[config.mk]
export PLATFORM = sky130hd
export DESIGN_NAME = serial_add_ctrl
export DESIGN_NICKNAME = d
export VERILOG_FILES = /design/src/rtl/serial_add_ctrl.sv
export SDC_FILE = /design/constraint.sdc
export NUM_CORES = 1
export LEC_CHECK = 0
export CAP_MARGIN = 10
export CORE_MARGIN = 3
export CORE_UTILIZATION = 45
export DETAILED_ROUTE_END_ITERATION = 8
export PLACE_DENSITY = 0.71
export SETUP_SLACK_MARGIN = 0.4
export SLEW_MARGIN = 10
export SYNTH_ARGS = -nofsm -noshare
export SYNTH_HDL_FRONTEND = slang
export SYNTH_SLANG_ARGS = --single-unit
[constraint.sdc]
create_clock -name clk -period 2.05 [get_ports clk]
set_input_delay 0.41 -clock clk [delete_from_list [all_inputs] [get_ports clk]]
set_output_delay 0.41 -clock clk [all_outputs]
set_load 0.02 [all_outputs]
[src/rtl/serial_add_ctrl.sv]
// Bit-serial adder controller: one WIDTH-bit add per WIDTH+2 cycles through a single 1-bit full-adder cell.
// Optional signed-overflow output enabled by defining SERIAL_ADD_OVF_EN.
module serial_add_ctrl #(
   parameter int WIDTH = 8
) (
   input  logic             clk,
   input  logic             rst,
   input  logic             start,
   input  logic [WIDTH-1:0] a,
   input  logic [WIDTH-1:0] b,
   input  logic             cin,
   output logic             busy,
   output logic             done,
   output logic [WIDTH-1:0] sum,
`ifdef SERIAL_ADD_OVF_EN
   output logic             cout,
   output logic             ovf
`else
   output logic             cout
`endif
);

   localparam int CW = $clog2(WIDTH);

   typedef enum logic [1:0] {
      IDLE = 2'd0,
      RUN  = 2'd1,
      DONE = 2'd2
   } state_t;

   state_t state, state_nxt;

   logic [WIDTH-1:0] opa, opb, res;
   logic             carry;
   logic [CW-1:0]    cnt;
   logic             last;

   // Single full-adder cell built from two half adders plus the carry OR.
   logic ha1_s, ha1_c, ha2_c, bit_s, bit_c;

   always_comb begin
      ha1_s = opa[0] ^ opb[0];
      ha1_c = opa[0] & opb[0];
      bit_s = ha1_s ^ carry;
      ha2_c = ha1_s & carry;
      bit_c = ha1_c | ha2_c;
   end

   assign last = (cnt == CW'(WIDTH - 1));

   // NOTE: sequential state uses non-blocking assignments so every register samples pre-edge values.
   always_ff @(posedge clk) begin
      if (rst) state <= IDLE;
      else     state <= state_nxt;
   end

   // NOTE: every output of this block gets a default first, so no path can infer a latch.
   always_comb begin
      state_nxt = state;
      busy      = 1'b0;
      done      = 1'b0;
      unique case (state)
         IDLE: if (start) state_nxt = RUN;
         RUN: begin
            busy = 1'b1;
            if (last) state_nxt = DONE;
         end
         DONE: begin
            done      = 1'b1;
            state_nxt = IDLE;
         end
         default: state_nxt = IDLE;
      endcase
   end

   // NOTE: the working shift registers are reset too, so an aborted operation leaves no residue.
   always_ff @(posedge clk) begin
      if (rst) begin
         opa   <= '0;
         opb   <= '0;
         res   <= '0;
         carry <= 1'b0;
         cnt   <= '0;
      end else if (state == IDLE && start) begin
         opa   <= a;
         opb   <= b;
         carry <= cin;
         cnt   <= '0;
      end else if (state == RUN) begin
         opa   <= opa >> 1;
         opb   <= opb >> 1;
         res   <= {bit_s, res[WIDTH-1:1]};
         carry <= bit_c;
         if (!last) cnt <= cnt + 1'b1;
      end
   end

   // Results are published on the final RUN edge so they are visible with the done pulse.
   always_ff @(posedge clk) begin
      if (rst) begin
         sum  <= '0;
         cout <= 1'b0;
      end else if (state == RUN && last) begin
         sum  <= {bit_s, res[WIDTH-1:1]};
         cout <= bit_c;
      end
   end

`ifdef SERIAL_ADD_OVF_EN
   // On the last bit, carry holds the carry into the MSB.
   always_ff @(posedge clk) begin
      if (rst)                     ovf <= 1'b0;
      else if (state == RUN && last) ovf <= carry ^ bit_c;
   end
`endif

endmodule

==> results of run 1 <==
[tightest hold or removal path: cells and delay by family, from the launching register on]
kind | cells | cell delay (ns)
compound gates | 1 | 0.05
flops | 1 | 0.33
simple gates | 1 | 0.05
[how the worst max path moves through the flow]
stage / endpoint / slack, ns / cells after the start
final: busy / 0.47 / 3
after CTS: busy / 0.37 / 3
after global placement: opa[2] / 0.17 / 4
after global routing: busy / 0.39 / 3
after floorplan: done / 0.61 / 3
after detailed placement: opa[2] / 0.14 / 4
[per-stage QoR]
step | hold WS, ns | cells
after floorplan | 0.4366 | 185
after global placement | 0.4423 | 252
after detailed placement | 0.4459 | 252
after CTS | 0.4604 | 261
after global routing | 0.4838 | 261
final | 0.4577 | 261
[cell usage after synthesis]
master,instances,area (sq um)
dfxtp_1,38,760.7
nor2_1,28,105.1
nand2_1,25,93.84
a21oi_1,20,100.1
a211oi_1,14,105.1
nand3_1,11,55.05
o2bb2ai_1,9,78.83
o22ai_1,6,37.54
buf_6,5,56.30
o21ai_0,5,25.02
clkbuf_1,4,15.01
buf_2,2,10.01
ha_1,2,25.02
inv_8,2,22.52
a211oi_2,1,12.51
a21o_2,1,8.760
and2b_2,1,8.760
buf_4,1,7.510
buf_8,1,15.01
fa_1,1,20.02
inv_1,1,3.750
nand2b_1,1,6.260
nand2b_4,1,13.76
nand3b_2,1,11.26
nor3b_1,1,7.510
nor3b_2,1,12.51
o21ba_4,1,16.27
xnor2_1,1,8.760
[registers in the layout, indices dropped and copies added (netlist names)]
signal / count
carry: 1
res: 7
state: 2
opb: 8
cout: 1
sum: 8
cnt: 3
opa: 8
[power groups by stage]
stage / registers (mW) / clock network (mW) / logic, mW
global placement: 0.817 / 0 / 0.196
floorplan: 0.809 / 0 / 0.157
global route: 0.806 / 0.550 / 0.226
finish: 0.800 / 0.510 / 0.203
detailed placement: 0.817 / 0 / 0.203
CTS: 0.800 / 0.517 / 0.205
[kinds of logic after synthesis]
logic type	after synthesis	share of synthesized area (%)
simple gates	70	19.12
buf+inv	16	7.920
fa+ha+maj	3	2.742
xor+xnor	1	0.5332
flops	38	46.31
compound gates	57	23.38
[final cells by class]
| type | instances | area (sq um) |
|---|---|---|
| clock buffers | 5 | 37.54 |
| clock inverters | 3 | 40.04 |
| fillers | 324 | 1418 |
| inverters | 3 | 26.28 |
| multi-input cells | 131 | 752.0 |
| flip-flops and latches | 38 | 765.7 |
| well taps | 46 | 57.56 |
| repair buffers | 35 | 319.1 |
[repair_timing]
action	in CTS	in global routing
gates resized for setup	18	3
endpoints found under the setup margin	11	2
buffers inserted	1	0
[per-layer routing]
metal | track usage [%] | vias up | share of wire, %
met5 | 0 | - | 0
met4 | 5.584 | 0 | 1.1
met3 | 6.973 | 5 | 6.1
met2 | 28.13 | 32 | 47
met1 | 21.38 | 669 | 46
li1 | - | 711 | -
==> flow_metrics.py, run 1 <==
metrics = {
    "floorplanning": {
        "die-area_sq_um": 4412,
        "core_area_sq_um": 3416,
        "io_pins": 31,
        "die_h_um": 66.42,
        "rows": 21,
        "start_util_pct": 48.10,
        "die_w_um": 66.42,
    },
    "power": {
        "swShare_pct": 25.59,
        "leakagePower_nw": 0.7710,
        "intPower_mw": 1.126,
        "ir_drop_mv": 0.4505,
        "power_mw": 1.514,
        "p_per_area_nw_per_um2": 757.6,
        "clockPowerShare_pct": 33.7,
        "comb_power_share_pct": 13.4,
        "p_seq_share_pct": 52.9,
        "net-switching-power_uw": 387.4,
    },
    "yosys": {
        "syn_area_sq_um": 1643,
        "ys_warn_count": 0,
        "yosysUniqueCellTypes": 28,
        "avgSynthCellArea_sq_um": 8.880,
        "synth_cells": 185,
        "synth_fp_nets": 208,
        "yosysSeqAreaShare_pct": 46.31,
        "ys_ff_latch": 38,
    },
    "critical_path": {
        "worst_path_max_delay_cell": "dfxtp_4",
        "reg2reg_slack_ns": 0.60,
        "r2r_end": "state[0]",
        "cp.required_ns": 1.64,
        "cp.arrival_ns": 1.17,
        "critPathLaunch": "state[1]",
        "endpoint_kind": "output port",
        "r2r-start": "cnt[0]",
        "cp_num_buf_inv": 2,
        "crit_family": "flip-flops",
        "cp_max_fo": 17,
        "path_cells": "nand2b_4 > inv_8 > buf_2",
        "start_kind": "flop",
        "slowest_delay_ns": 0.39,
        "criticalPathCategory": "flop to output port",
        "worstRegToRegCells": 5,
    },
    "timing": {
        "drv_slew": 0,
        "fin_setup_tns_ns": 0,
        "fin_skew_ns": 0.01152,
        "max_freq_ghz": 0.6331,
        "max_slew_margin_pct": 67.25,
        "period_needed_ns": 1.580,
        "hold_viol_final": 0,
        "grt_setup_unrepaired": "true",
        "finalSetupViolCount": 0,
        "layout_setup_ws_ns": 0.4704,
        "min_period_over_period_pct": 77.05,
        "worst_slew_pin_slew_ns": 0.4897,
    },
    "detailed_routing": {
        "detail_route.vias_per_cell": 5.429,
        "post_drt_wl_per_cell_um": 13.12,
        "vias": 1417,
        "drc_errors": 0,
        "drtIter0Drc": 87,
        "totalWireLength_um": 3424,
        "drt_pass1_iterations": 5,
        "antenna_left": 0,
    },
    "global_routing": {
        "grt_max_degree": 36,
        "grt-ovfl-total": 0,
        "grt_pass1_wl_um": 5906,
        "antenna_found_initial": 0,
        "grt_pass1_vias": 1318,
        "gr-usage-all-layers_pct": 17.55,
    },
    "final_layout": {
        "final_common_cell": "dfxtp_1",
        "nets": 237,
        "final_cell_area_sq_um": 1998,
        "mostFrequentLayoutCells": "dfxtp_1, nor2_1, nand2_1, a21oi_1, clkdlybuf4s50_1",
        "drive_gt1_share_pct": 12.09,
        "post-route-util_pct": 58.50,
        "diodes": 0,
        "area_delta_synth_final_pct": 21.63,
    },
    "cts": {
        "clk_path_buf_depth": 2,
        "postCtsHoldBufs": 0,
        "cts_made_buffers": 5,
        "cts_max_level": 2,
        "clk_pin_slew_worst_paths_ns": 0.12,
        "clock_sinks": 38,
        "clock_latency_ns": 0.35,
        "root_buffer": "clkbuf_4",
        "tritoncts": "done",
    },
    "placement": {
        "place_area_sq_um": 1927,
        "port_buffers": 30,
        "gp_congestion": 0.8079,
        "dp_slack_ns": 0.1429,
        "dp_hpwl_um": 2352,
    },
    "hold_path": {
        "min_path_cells": 2,
        "hp-class": "flop to flop",
        "min_from": "sum[5]",
        "hold_end": "sum[5]",
    },
    "run": {
        "cap_violations": 0,
    },
    "run_status": {
        "status": "finished clean",
    },
}
No activity file was read; power rests on OpenSTA's default activity.
==> run 2: changes to the inputs <==
Clock period 2.05 ns to 1.6 ns, I/O delays scaled along.
==> run 2 against run 1 <==
Worst hold slack better by 0.0051 ns; first-iteration DRC count is 46% higher; critical endpoint unchanged; sequential power is 29% higher; clock-buffer cell count is 1 higher; final cell count is 4.6% higher; global-route usage is 1.6 points higher; critical path type unchanged; largest power group unchanged; largest cell class is now multi-input combinational cells.
==> flow_metrics.py, run 2 (synthesis results as in run 1) <==
metrics = {
    "detailed_routing": {
        "drtIter0Drc": 127,
        "drt_pass1_iterations": 4,
        "vias": 1458,
        "detail_route.vias_per_cell": 5.341,
        "drc_errors": 0,
        "post_drt_wl_per_cell_um": 14.96,
        "antenna_left": 0,
        "totalWireLength_um": 4083,
    },
    "cts": {
        "cts_max_level": 2,
        "clk_pin_slew_worst_paths_ns": 0.12,
        "root_buffer": "clkbuf_4",
        "clock_sinks": 38,
        "postCtsHoldBufs": 0,
        "cts_made_buffers": 5,
        "clk_path_buf_depth": 2,
        "tritoncts": "done",
        "clock_latency_ns": 0.34,
    },
    "final_layout": {
        "post-route-util_pct": 64.54,
        "fill_cells": 294,
        "diodes": 0,
        "drive_gt1_share_pct": 30.40,
        "nets": 249,
        "reg_top3": "opa (8), opb (8), sum (8)",
        "mostFrequentLayoutCells": "nor2_1, dfxtp_1, nand2_1, buf_4, clkdlybuf4s50_1",
        "area_delta_synth_final_pct": 34.20,
    },
    "floorplanning": {
        "die_h_um": 66.42,
        "core_area_sq_um": 3416,
        "io_pins": 31,
        "die_w_um": 66.42,
        "die-area_sq_um": 4412,
        "start_util_pct": 48.10,
        "rows": 21,
    },
    "timing": {
        "finalSetupViolCount": 0,
        "drv_slew": 0,
        "period_needed_ns": 1.321,
        "hold_viol_final": 0,
        "min_period_over_period_pct": 82.55,
        "fin_skew_ns": 0.008596,
        "layout_setup_ws_ns": 0.2793,
        "fin_setup_tns_ns": 0,
        "worst_slew_pin_slew_ns": 0.3796,
        "max_freq_ghz": 0.7571,
        "max_slew_margin_pct": 74.69,
        "grt_setup_unrepaired": "true",
    },
    "critical_path": {
        "cp_max_fo": 3,
        "reg2reg_slack_ns": 0.36,
        "cp.arrival_ns": 1.00,
        "worstRegToRegCells": 6,
        "r2r_end": "sum[7]",
        "cp.required_ns": 1.28,
        "endpoint_kind": "output port",
        "start_kind": "flop",
        "r2r-start": "cnt[0]",
        "criticalPathCategory": "flop to output port",
    },
    "global_routing": {
        "grt_pass1_vias": 1419,
        "grt_pass1_wl_um": 6368,
        "gr-usage-all-layers_pct": 19.19,
        "antenna_found_initial": 0,
        "grt-ovfl-total": 0,
        "grt_max_degree": 36,
    },
    "hold_path": {
        "hold_end": "sum[5]",
        "min_from": "sum[5]",
        "hp-class": "flop to flop",
        "min_path_cells": 2,
    },
    "run_status": {
        "status": "finished clean",
    },
    "power": {
        "ir_drop_mv": 0.4437,
        "leakagePower_nw": 0.8391,
        "p_per_area_nw_per_um2": 847.0,
    },
    "run": {
        "cap_violations": 0,
    },
    "placement": {
        "gp_congestion": 0.7364,
        "dp_hpwl_um": 2567,
        "dp_slack_ns": 0.02670,
        "port_buffers": 30,
    },
}
==> run 2: changes by cell type in the layout (fill, tap and decap cells not counted), sizes merged <==
cell / change
buf: +19
dlygate4sd2: -8
bufinv: -1
clkbuf: +1
clkdlybuf4s50: -1
clkinv: -1
clkinvlp: +1
nand3b: +1
o21ba: +1
==> run 2: cell type report <==
type                       instances  area [sq um]  area share (%)
clock buffer                       6         51.30           2.327
clock inverter                     2         12.51          0.5675
inverter                           3         26.28           1.192
multi-input combinational        133         867.1           39.33
sequential                        38         777.0           35.24
tap                               46         57.56           2.611
timing repair buffer              45         412.9           18.73
==> run 2: power by group <==
group	total (mW)	internal (mW)	switching [mW]
combinational	0.304	0.151	0.153
sequential	1.03	0.995	0.0349
clock	0.533	0.211	0.322
total	1.87	1.36	0.510
==> run 2: timing repair <==
action | CTS | global route
gates resized for setup | 62 | 24
gates cloned | 1 | 1
endpoints found under the setup margin | 40 | 32
hold endpoints to repair | 0 | 0
setup buffers | 3 | 4
pin swaps | 3 | 6
==> run 2: layer usage <==
metal / part of all wire, % / global-route usage, %
met1: 47 / 23.61
met2: 47 / 31.47
met3: 4.6 / 4.592
met4: 0.91 / 8.629
met5: 0 / 0
==> run 2: worst max-delay path by stage <==
stage | from | end | slack, ns | cells after the start
final | state[1] | busy | 0.28 | 3
after floorplan | cnt[0] | cnt[0] | 0.41 | 5
after CTS | state[1] | busy | 0.27 | 3
after global routing | state[1] | busy | 0.22 | 3
after detailed placement | start | opa[3] | 0.03 | 4
after global placement | start | opb[1] | 0.09 | 4
==> run 2: through the flow <==
stage / hold slack [ns] / total power [mW] / cells / area (sq um)
4_1_cts: 0.4619 / 1.862 / 268 / 2100
3_5_place_dp: 0.4473 / 1.324 / 256 / 1993
2_1_floorplan: 0.4366 / 1.240 / 185 / 1667
5_1_grt: 0.4868 / 1.953 / 273 / 2205
6_report: 0.4628 / 1.867 / 273 / 2205
3_3_place_gp: 0.4432 / 1.312 / 256 / 1993
==> run 2: critical path: stages, from the launching register on <==
cell and delay, ns:
dfxtp_2 0.35, nand2b_4 0.16, inv_8 0.05, buf_6 0.10
==> run 3: changes to the inputs <==
Settings changed: PLACE_DENSITY 0.71 to 0.73.
Clock period 1.6 ns to 1.2 ns, I/O delays scaled along.
==> run 3 against run 2 <==
The flow now finishes with violations (setup timing); final cell count grew 7.0%; setup slack lost 0.41 ns; register-to-register slack lost 0.49 ns; via count grew 14%; wire length grew 29%; flip-flop and latch count is the same; die area is the same; first-iteration DRC count shrank 2.4%; global-route usage grew 3.7 points; utilization grew 17 points; clock-buffer cell count shrank 1; critical path type is now flop to flop; highest routed layer unchanged.
==> flow_metrics.py, run 3 (synthesis results as in run 1) <==
metrics = {
    "cts": {
        "tritoncts": "done",
        "root_buffer": "clkbuf_4",
        "cts_made_buffers": 5,
        "cts_max_level": 2,
        "clock_latency_ns": 0.37,
        "clk_path_buf_depth": 2,
        "clk_pin_slew_worst_paths_ns": 0.12,
        "clock_sinks": 38,
    },
    "timing": {
        "hold_viol_final": 0,
        "worst_slew_pin_slew_ns": 0.2649,
        "fin_hold_ws_ns": 0.4618,
        "fin_setup_tns_ns": -0.8352,
        "drv_slew": 0,
        "fin_skew_ns": 0.01626,
        "min_period_over_period_pct": 110.8,
        "max_slew_margin_pct": 82.34,
        "period_needed_ns": 1.330,
        "layout_setup_ws_ns": -0.1301,
        "finalSetupViolCount": 20,
        "max_freq_ghz": 0.7518,
        "grt_setup_unrepaired": "true",
    },
    "critical_path": {
        "start_kind": "flop",
        "r2r-start": "state[1]",
        "cp.arrival_ns": 1.62,
        "slowest_delay_ns": 0.37,
        "worst_path_max_delay_cell": "dfxtp_4",
        "cp.required_ns": 1.49,
        "cp_max_fo": 7,
        "critPathLaunch": "state[1]",
        "endpoint_kind": "flop",
        "criticalPathCategory": "flop to flop",
        "path_cells": "buf_4 > buf_6 > o21ba_4 > buf_4 > nor2_2 > a211oi_2",
        "cp_common_cell": "buf_4",
    },
    "floorplanning": {
        "start_util_pct": 48.10,
        "die_h_um": 66.42,
        "core_area_sq_um": 3416,
        "die_w_um": 66.42,
        "die-area_sq_um": 4412,
        "rows": 21,
        "io_pins": 31,
    },
    "detailed_routing": {
        "drt_pass1_iterations": 5,
        "detail_route.vias_per_cell": 5.709,
        "totalWireLength_um": 5273,
        "post_drt_wl_per_cell_um": 18.06,
        "drtIter0Drc": 124,
        "drc_errors": 0,
        "vias": 1667,
        "antenna_left": 0,
    },
    "final_layout": {
        "diodes": 0,
        "fill_cells": 185,
        "multiInputGateArea_sq_um": 1167,
        "final_common_cell": "dfxtp_1",
        "area_delta_synth_final_pct": 70.37,
        "nets": 268,
        "register_area_sq_um": 784.5,
        "drive_gt1_share_pct": 59.76,
        "mostFrequentLayoutCells": "dfxtp_1, buf_4, nand2_1, buf_6, clkdlybuf4s50_1",
        "reg_top3": "opa (8), opb (8), sum (8)",
    },
    "run_status": {
        "violations": "setup timing",
        "status": "complete, but fails checks",
    },
    "global_routing": {
        "grt_pass1_wl_um": 7479,
        "grt_max_degree": 17,
        "grt-ovfl-total": 0,
        "grt_pass1_vias": 1570,
        "antenna_found_initial": 0,
        "gr-usage-all-layers_pct": 22.89,
    },
    "power": {
        "p_per_area_nw_per_um2": 1124,
        "ir_drop_mv": 1.018,
        "leakagePower_nw": 1.053,
    },
    "placement": {
        "gp_congestion": 0.7971,
        "port_buffers": 30,
        "dp_hpwl_um": 2584,
    },
    "run": {
        "cap_violations": 0,
    },
    "hold_path": {
        "hp-class": "input port to flop",
        "min_from": "b[7]",
    },
}
## run 3: changes by cell type in the layout (fill, tap and decap cells not counted), moves of 6 or more
cell and delta:
a211oi_2 +11, a211oi_1 -11, nor2_1 -12, a21oi_1 -7
buf_6 +15, nand3_2 +10, nand3_1 -11, nor2_2 +7
a21oi_2 +7, o22ai_1 -6
## run 3: power by group
group | internal [mW] | switching, mW | leakage [nW]
combinational | 0.325 | 0.314 | 0.679
clock | 0.651 | 0.463 | 0.0554
sequential | 1.33 | 0.0671 | 0.318
## run 3: cell type report
type	count	share of cell area, %
inverter	3	1.118
tap	46	2.056
timing repair buffer	63	22.98
multi-input combinational	133	41.71
timing repair inverter	1	0.3129
sequential	38	28.03
clock inverter	3	2.459
clock buffer	5	1.341
## run 3: final timing paths
| check | endpoint | slack [ns] | cells past startpoint |
|---|---|---|---|
| max | opa[1] | -0.13 | 6 |
| min | opb[7] | 0.46 | 3 |
| min reg2reg | sum[6] | 0.47 | 2 |
| max reg2reg | opa[1] | -0.13 | 6 |
## run 3: timing repair
item                       CTS  global route
hold buffers                 0             0
setup endpoints to repair   49            49
gates cloned                 5             0
gates resized for setup    120            45
pin swaps                   23            19
buffers inserted            12             5
## run 3: critical path, delay by kind of cell, from the launching register on
family,cells,cell delay (ns)
compound gates,2,0.46
buf+inv,3,0.39
simple gates,1,0.03
flops,1,0.37
## run 3: layer usage
layer  global-route usage [%]  vias to the layer above  part of all wire [%]
li1                         -                      776                     -
met1                    24.97                      794                    37
met2                    40.77                       74                    53
met3                    5.782                       23                   5.0
met4                    10.91                        0                   4.4
met5                        0                        -                     0
## run 3: per-stage QoR
| stage | instances | utilization (%) | setup WS, ns | instance area, sq um | total power, mW |
|---|---|---|---|---|---|
| final | 292 | 81.94 | -0.1301 | 2799 | 3.146 |
| after global routing | 292 | 81.94 | -0.1759 | 2799 | 3.253 |
| after CTS | 287 | 75.24 | -0.08024 | 2570 | 3.014 |
| after detailed placement | 262 | 61.25 | -0.2975 | 2092 | 1.795 |
| after global placement | 262 | 61.25 | -0.2184 | 2092 | 1.781 |
| after floorplan | 185 | - | 0.04859 | 1732 | 1.681 |
